===== src/rtl/sdram_arb_pkg.sv =====
// Shared types and constants for the two-port SDRAM request arbiter.
package sdram_arb_pkg;

  localparam int unsigned OWNER_W = 1;

  typedef logic [OWNER_W-1:0] owner_t;

  localparam owner_t PORT_LCD  = 1'b0;
  localparam owner_t PORT_HOST = 1'b1;

  typedef enum logic {
    IDLE = 1'b0,
    BUSY = 1'b1
  } arb_state_t;

endpackage


===== src/rtl/sdram_arb_tag_fifo.sv =====
// Owner-tag FIFO: records which port issued each outstanding read, in issue order.
module sdram_arb_tag_fifo
  import sdram_arb_pkg::*;
#(
  parameter int unsigned DEPTH = 4
) (
  input  logic   clk,
  input  logic   rst,
  input  logic   push,
  input  logic   pop,
  input  owner_t din,
  output owner_t head,
  output logic   full,
  output logic   empty
);

  localparam int unsigned PW = $clog2(DEPTH);

  owner_t        mem [DEPTH];
  logic [PW-1:0] wr_ptr;
  logic [PW-1:0] rd_ptr;
  logic [PW:0]   count;
  logic          do_push;
  logic          do_pop;

  assign do_push = push && !full;
  assign do_pop  = pop && !empty;
  assign full    = (count == (PW+1)'(DEPTH));
  assign empty   = (count == '0);
  assign head    = mem[rd_ptr];

  always_ff @(posedge clk or posedge rst) begin
    if (rst) begin
      mem    <= '{default: '0};
      wr_ptr <= '0;
      rd_ptr <= '0;
      count  <= '0;
    end else begin
      if (do_push) begin
        mem[wr_ptr] <= din;
        wr_ptr      <= wr_ptr + 1'b1;
      end
      if (do_pop) rd_ptr <= rd_ptr + 1'b1;
      if (do_push && !do_pop)      count <= count + 1'b1;
      else if (do_pop && !do_push) count <= count - 1'b1;
    end
  end

endmodule


===== src/rtl/sdram_arbiter.sv =====
// Two-port arbiter in front of the SDRAM controller; returned read beats are steered by issue order.
// Optional feature: define SDRAM_ARB_RR_EN for round-robin on contention (default: port 0 fixed priority).
module sdram_arbiter
  import sdram_arb_pkg::*;
#(
  parameter int unsigned ADDR_WIDTH = 23,
  parameter int unsigned DATA_WIDTH = 32,
  parameter int unsigned TAG_DEPTH  = 4
) (
  input  logic                  sys_clk,
  input  logic                  rst,
  input  logic [ADDR_WIDTH-1:0] p0_addr,
  input  logic [DATA_WIDTH-1:0] p0_data,
  input  logic                  p0_we,
  input  logic                  p0_req,
  output logic                  p0_ack,
  output logic                  p0_valid,
  input  logic [ADDR_WIDTH-1:0] p1_addr,
  input  logic [DATA_WIDTH-1:0] p1_data,
  input  logic                  p1_we,
  input  logic                  p1_req,
  output logic                  p1_ack,
  output logic                  p1_valid,
  output logic [DATA_WIDTH-1:0] rd_q,
  output logic [ADDR_WIDTH-1:0] sdram_addr,
  output logic [DATA_WIDTH-1:0] sdram_data,
  output logic                  sdram_we,
  output logic                  sdram_req,
  input  logic                  sdram_ack,
  input  logic                  sdram_valid,
  input  logic [DATA_WIDTH-1:0] sdram_q,
  output logic                  err_orphan
);

  arb_state_t state, state_nxt;
  owner_t     owner;
  owner_t     grant_port;
  owner_t     fifo_head;
  logic       fifo_full, fifo_empty;
  logic       fifo_push, fifo_pop;
  logic       elig0, elig1, grant_any;

  // Reads need a free tag slot; writes never return data so they are always eligible.
  assign elig0     = p0_req && (p0_we || !fifo_full);
  assign elig1     = p1_req && (p1_we || !fifo_full);
  assign grant_any = elig0 || elig1;

`ifdef SDRAM_ARB_RR_EN
  owner_t last_port;

  always_comb begin
    grant_port = elig0 ? PORT_LCD : PORT_HOST;
    if (elig0 && elig1) grant_port = (last_port == PORT_LCD) ? PORT_HOST : PORT_LCD;
  end

  // Resetting to HOST makes the first contended grant go to the LCD port.
  always_ff @(posedge sys_clk or posedge rst) begin
    if (rst)                               last_port <= PORT_HOST;
    else if (state == IDLE && grant_any)   last_port <= grant_port;
  end
`else
  assign grant_port = elig0 ? PORT_LCD : PORT_HOST;
`endif

  always_ff @(posedge sys_clk or posedge rst) begin
    if (rst) state <= IDLE;
    else     state <= state_nxt;
  end

  always_comb begin
    state_nxt = state;
    case (state)
      IDLE:    if (grant_any) state_nxt = BUSY;
      BUSY:    if (sdram_ack) state_nxt = IDLE;
      default: state_nxt = IDLE;
    endcase
  end

  always_ff @(posedge sys_clk or posedge rst) begin
    if (rst) begin
      sdram_addr <= '0;
      sdram_data <= '0;
      sdram_we   <= 1'b0;
      sdram_req  <= 1'b0;
      owner      <= PORT_LCD;
    end else if (state == IDLE && grant_any) begin
      sdram_addr <= (grant_port == PORT_LCD) ? p0_addr : p1_addr;
      sdram_data <= (grant_port == PORT_LCD) ? p0_data : p1_data;
      sdram_we   <= (grant_port == PORT_LCD) ? p0_we   : p1_we;
      sdram_req  <= 1'b1;
      owner      <= grant_port;
    end else if (state == BUSY && sdram_ack) begin
      sdram_req  <= 1'b0;
    end
  end

  always_comb begin
    p0_ack    = (state == BUSY) && sdram_ack && (owner == PORT_LCD);
    p1_ack    = (state == BUSY) && sdram_ack && (owner == PORT_HOST);
    fifo_push = (state == BUSY) && sdram_ack && !sdram_we;
    fifo_pop  = sdram_valid && !fifo_empty;
    p0_valid  = fifo_pop && (fifo_head == PORT_LCD);
    p1_valid  = fifo_pop && (fifo_head == PORT_HOST);
    rd_q      = sdram_q;
  end

  always_ff @(posedge sys_clk or posedge rst) begin
    if (rst)                             err_orphan <= 1'b0;
    else if (sdram_valid && fifo_empty)  err_orphan <= 1'b1;
  end

  sdram_arb_tag_fifo #(
    .DEPTH (TAG_DEPTH)
  ) u_tag_fifo (
    .clk   (sys_clk),
    .rst   (rst),
    .push  (fifo_push),
    .pop   (fifo_pop),
    .din   (owner),
    .head  (fifo_head),
    .full  (fifo_full),
    .empty (fifo_empty)
  );

endmodule


===== config.mk =====
export PLATFORM = sky130hd
export DESIGN_NAME = sdram_arbiter
export DESIGN_NICKNAME = d
export VERILOG_FILES = /design/src/rtl/sdram_arb_pkg.sv /design/src/rtl/sdram_arb_tag_fifo.sv /design/src/rtl/sdram_arbiter.sv
export SDC_FILE = /design/constraint.sdc
export NUM_CORES = 1
export LEC_CHECK = 0
export ABC_CLOCK_PERIOD_IN_PS = 2800
export BUFFER_PORTS_ARGS = -buffer_cell sky130_fd_sc_hd__buf_2
export CORE_MARGIN = 1.5
export CORE_UTILIZATION = 42
export DETAILED_ROUTE_END_ITERATION = 7
export GPL_ROUTABILITY_DRIVEN = 0
export HOLD_SLACK_MARGIN = 0.15
export PLACE_DENSITY = 0.79
export SKIP_CTS_REPAIR_TIMING = 1
export SYNTH_ARGS = -nofsm -noshare
export SYNTH_HDL_FRONTEND = slang
export SYNTH_HIERARCHICAL = 1
export SYNTH_SLANG_ARGS = --single-unit

===== constraint.sdc =====
create_clock -name sys_clk -period 2.8 [get_ports sys_clk]
set_input_delay 0.56 -clock sys_clk [delete_from_list [all_inputs] [get_ports sys_clk]]
set_output_delay 0.56 -clock sys_clk [all_outputs]
set_load 0.03 [all_outputs]

## Yosys cells after proc, flatten, opt, wreduce, memory -nomap -nowiden

Cells that the tools add are included.

- $add $sub $neg: 4
- Magnitude comparators: 3
- Eq/ne operators: 1
- Mux-type cells: 17
- Bitwise gates (word level): 5
- Reduce and logical (&&, ||, !) cells: 27

Operator list:

| kind | number |
|---|---|
| 2-to-1 mux 32 bit | 1 |
| 2-to-1 mux 23 bit | 1 |
| logical AND 1 bit | 16 |
| 2-to-1 mux 1 bit | 9 |
| >= comparator 3 bit (second input constant) | 2 |
| 2-to-1 mux 3 bit | 2 |
| NOT 2 -> 3 bit | 2 |
| zero test 1 bit | 5 |
| adder 2 x 1 -> 2 bit (second input constant) | 2 |
| bitwise mux 4 bit | 1 |
| nonzero test 2 bit | 2 |
| adder 3 x 1 -> 3 bit (second input constant) | 1 |
| == test 3 bit (second input constant) | 1 |
| zero test 3 bit | 1 |
| logical OR 1 bit | 3 |
| < comparator 3 x 1 -> 1 bit (second input constant) | 1 |
| NOT 1 bit | 3 |
| subtractor 3 x 1 -> 3 bit (second input constant) | 1 |
| binary-select mux 1 bit (select 2 bit) | 1 |
| demux 1 bit (select 2 bit) | 1 |
| case mux 1 bit (2 select lines) | 1 |

- Bits in registers: 71
- Input port bits: 150
- Output and inout bits: 94

## Depth between registers and ports, before layout

- Word-level depth: 7
- Gate-level depth with buffers: 11
- Mapped depth without buffers: 10

## Hierarchy

Netlist, hierarchy kept.

Modules (own cells, without submodules):

| module | times used | cells each | area each (sq um) |
|---|---|---|---|
| sdram_arbiter | 1 | 298 | 3017.9 |
| sdram_arb_tag_fifo | 1 | 54 | 606.8 |

## Worst setup path after synthesis

OpenSTA, ideal clock, no wires.

- Path type: in2reg
- From: in sdram_ack
- To: reg u_tag_fifo.count[2]
- Setup time: 79 ps
- Arrival: 2052 ps
- Setup slack: 669 ps
- Cell stages on the path: 11
- Path buffers: 1
- Path through: nand2_1 -> nor2_1 -> nand2b_1 -> buf_6 -> inv_1 -> ha_1 -> inv_1 -> fa_1 -> xor2_1 -> nor2_1 -> xor2_1

- Word-level cells in the longest chain between the ends: 6
- Elaborated cells between the ends (all ways): 8
- Those cells by class: 1 x mux; 7 x reduce/logical

RTL lines:

| item | RTL line | source |
|---|---|---|
| from (decl) | sdram_arbiter.sv:29 | `input logic sdram_ack,` |
| logical AND 1 bit (*) (2 in a row) | sdram_arbiter.sv:100 | `fifo_push = (state == BUSY) && sdram_ack && !sdram_we;` |
| net fifo_push | sdram_arbiter.sv:40 | `logic fifo_push, fifo_pop;` |
| logical AND 1 bit (*) | sdram_arb_tag_fifo.sv:26 | `assign do_push = push && !full;` |
| net u_tag_fifo.do_push | sdram_arb_tag_fifo.sv:23 | `logic do_push;` |
| zero test 1 bit | sdram_arb_tag_fifo.sv:45 | `else if (do_pop && !do_push) count <= count - 1'b1;` |
| logical AND 1 bit | sdram_arb_tag_fifo.sv:45 |  |
| nonzero test 2 bit (no source line) | -- |  |
| to (signal assigned) | sdram_arb_tag_fifo.sv:44 | `if (do_push && !do_pop) count <= count + 1'b1;` |
| to (signal assigned) | sdram_arb_tag_fifo.sv:45 |  |
| to (decl) | sdram_arb_tag_fifo.sv:22 | `logic [PW:0] count;` |

Mark *: on every way through the listed nets, which the timed path passes. The rest lies on a longest branch.
A chain may end at the register's enable or synchronous reset.

## Final worst setup path

- From: reg u_tag_fifo.count[0]
- To: reg u_tag_fifo.count[1]

- Elaborated cells between the ends (all ways): 16
- Those cells by class: 2 x add/sub; 1 x eq/ne; 2 x mux; 11 x reduce/logical

RTL lines:

| item | RTL line | source |
|---|---|---|
| == test 3 bit (*) | sdram_arb_tag_fifo.sv:28 | `assign full = (count == (PW+1)'(DEPTH));` |
| net fifo_full | sdram_arbiter.sv:39 | `logic fifo_full, fifo_empty;` |
| zero test 1 bit (*) | sdram_arb_tag_fifo.sv:26 |  |
| logical AND 1 bit (*) | sdram_arb_tag_fifo.sv:26 |  |
| net u_tag_fifo.do_push | sdram_arb_tag_fifo.sv:23 |  |
| zero test 1 bit | sdram_arb_tag_fifo.sv:45 |  |
| logical AND 1 bit | sdram_arb_tag_fifo.sv:45 |  |
| nonzero test 2 bit (no source line) | -- |  |

Mark *: on every way through the listed nets, which the timed path passes. The rest lies on a longest branch. The select of a mux whose other input is x is not followed.

==> qor.yml <==
status: "finished, final reports clean"
worstPathMaxFanout: 7
dr.first_iter.drc_count: 80
p_seq_share_pct: 35.5
cts_made_buffers: 9
die_h_um: 95.9
diodes: 0
critical_path_class: "reg2reg"
initial_core_util_pct: 43.7
hold_viol: 0
ctsRootBufferMaster: "clkbuf_8"
path_cells: "nor3b_4 > nand2b_1 > inv_1 > ha_1 > inv_1 > fa_1 > mux2_2"
slew_viol_final: 0
slew_headroom_pct: 59.6
gr-usage-met2_pct: 31.5
utilization_pct: 54.4
crit_family: "simple AND/OR/NAND/NOR gates"
synthTopCellsByArea: "dfrtp_1 49%, mux2i_1 15%, buf_4 7.9%, a21oi_1 7.6%, nor2_1 6.1%"
regToRegStartpoint: "u_tag_fifo/count[0]"
cp_slowest_cell: "dfrtp_1"
yosysMostFrequentCell: "dfrtp_1"
p_int_uw: 2770
worstPathArrival_ps: 2500
rr_worst_depth: 7
grt_max_degree: 59
first_pass_iters: 4
min_path_type: "in2async"
num-nets-final: 652
drc_errors: 0
met1_usage_pct: 19.2
max_cap_violations: 0
cts_tree: "done"
crit_start: "u_tag_fifo/count[0]"
r2r_setup_slack_ps: 510
end_kind: "register"
fin_skew_ps: 9.21
grt_pass1_vias: 2679
setup_viol_count_final: 0
syn_nets: 508
tightest_slew_ps: 605
p_per_area_nw_per_um2: 1160
critPathRequiredTime_ps: 3010
antenna_found_initial: 0
clkLatencyLatePin_ps: 320
p_clk_share_pct: 12.6
synth_edf_count: 0
dieArea_um2: 9200
synth_top_area_share_pct: 49.0
dp_hpwl_um: 6550
core_area_um2: 8300
vdd_drop_max_mv: 0.509
crit_cells: 7
switching_share_pct: 47.1
syn_to_final_growth_pct: 24.5
slowest_delay_ps: 460
num_vias: 2939
io_pins: 244
final_layout_size_suffix_gt1_share_pct: 40.8
cts_sinks: 71
htree_levels: 3
post_synth_inst_count: 352
grt-busiest-layer: "met2"
period_minus_slack_ps: 2290
viasPerCell: 4.87
rsz0062_at_grt: "no"
routed_wl_um: 8220
cp_num_buf_inv: 2
num_rows: 33
clkTransAtPathRegs_ps: 70
cts_buffer_depth: 2
yosysWarnings: 6
wl_per_cell_um: 13.6
clock.fmax_ghz: 0.437
yosys-top-cells-count: "71 x dfrtp_1, 59 x nor2_1, 55 x a21oi_1, 55 x mux2i_1, 38 x buf_4"
grt_use_total_pct: 17.4
p_sw_uw: 2470
yosys_most_used_dff: "dfrtp_1"
avgSynthCellArea_um2: 10.3
netlist_area_um2: 3620
startpoint_type: "register"
critPathMostFrequentCell: "inv_1"
r2r_end: "u_tag_fifo/count[1]"
tns_ps: 0
synth_cell_type_count: 32
grt_pass1_wl_um: 12200
grtUsageMet3_pct: 4.34
async_flop_share_pct: 100
crit_end: "u_tag_fifo/count[1]"
port_buffers: 179
ant_nets: 0
ys_ff_latch: 71
die_w_um: 95.9
final.period_utilization_pct: 81.7
synth_top_cell_by_area: "dfrtp_1"
ys_seq_area_share_pct: 49.0
grt_remaining_overflow: 0
comb_power_share_pct: 51.9
p_leak_uw: 0.00232
==> flip-flops by register name (all words and copies together) (netlist names) <==
name and flops:
err_orphan 1, owner 1, sdram_addr 23, sdram_data 32, sdram_req 1, sdram_we 1
state 1, u_tag_fifo/count 3, u_tag_fifo/mem 4, u_tag_fifo/rd_ptr 2, u_tag_fifo/wr_ptr 2
==> layout make-up <==
type,instances,area (um2)
Timing Repair Buffer,184,946
Inverter,8,30.0
Fill cell,734,3790
Clock buffer,11,141
Sequential cell,71,1780
Multi-Input combinational cell,222,1480
Tap cell,105,131
Clock inverter,2,10.0
==> metrics by stage <==
stage	instance area [um2]	instances	total power (uW)	setup slack, ps	hold slack [ps]
floorplan	3620	352	3930	669	412
detailed placement	4360	590	4620	321	440
global placement	4360	590	4510	444	434
global route	4510	603	5630	312	260
finish	4510	603	5240	514	241
CTS	4510	603	5300	501	233
==> logic make-up (layout without fill, tap and decap cells) <==
group,after synthesis,in the layout,synth area share [%]
flops,71,71,49.0
fa+ha+maj,6,6,2.28
buf+inv,59,205,10.7
xor+xnor,6,6,1.45
simple gates,80,80,9.25
mux,58,58,16.5
compound gates,72,72,10.8
==> worst min path at each step <==
stage	endpoint	from	cells past startpoint	slack, ps
6_report	u_tag_fifo/count[1]	rst	2	240
5_1_grt	u_tag_fifo/count[1]	rst	2	260
4_1_cts	u_tag_fifo/count[2]	rst	2	230
3_5_place_dp	err_orphan	err_orphan	1	440
3_3_place_gp	err_orphan	err_orphan	1	430
2_1_floorplan	u_tag_fifo/count[0]	rst	1	410
==> cells in the final DEF, fill, tap and decap left out <==
cell type,Yosys,routed
buf_2,12,179
dfrtp_1,71,71
nor2_1,59,59
mux2i_1,55,55
a21oi_1,55,55
nand2_1,12,12
clkbuf_8,0,10
inv_1,8,7
o21ai_0,6,6
ha_1,5,5
buf_4,38,4
xnor2_1,4,4
o21bai_1,2,2
nor2b_1,2,2
a21o_1,2,2
clkinv_2,0,2
nand2b_1,2,2
o21ai_1,2,2
xor2_1,2,2
a31oi_4,0,1
o21ai_4,0,1
and3_1,1,1
and2_1,1,1
inv_2,0,1
o211a_1,1,1
o22a_1,1,1
a31oi_1,1,1
clkbuf_1,0,1
buf_12,0,1
nor3b_4,1,1
mux2_4,1,1
nor3_1,1,1
mux4_2,1,1
mux2_2,1,1
nand3b_1,1,1
fa_1,1,1
==> power by group through the flow <==
stage	Clock, uW	Sequential (uW)	Combinational (uW)
finish	659	1860	2720
global route	744	1920	2970
CTS	695	1860	2740
detailed placement	0	1870	2750
global placement	0	1850	2660
floorplan	0	2670	1270
==> routing by layer <==
layer | part of all wire, % | vias up | wire length (um)
met4 | 2.0 | 0 | 167
met3 | 8.2 | 17 | 674
li1 | - | 1444 | -
met1 | 38 | 1319 | 3090
met2 | 52 | 159 | 4290
met5 | 0 | - | 0
(Power assumes the default switching activity.)
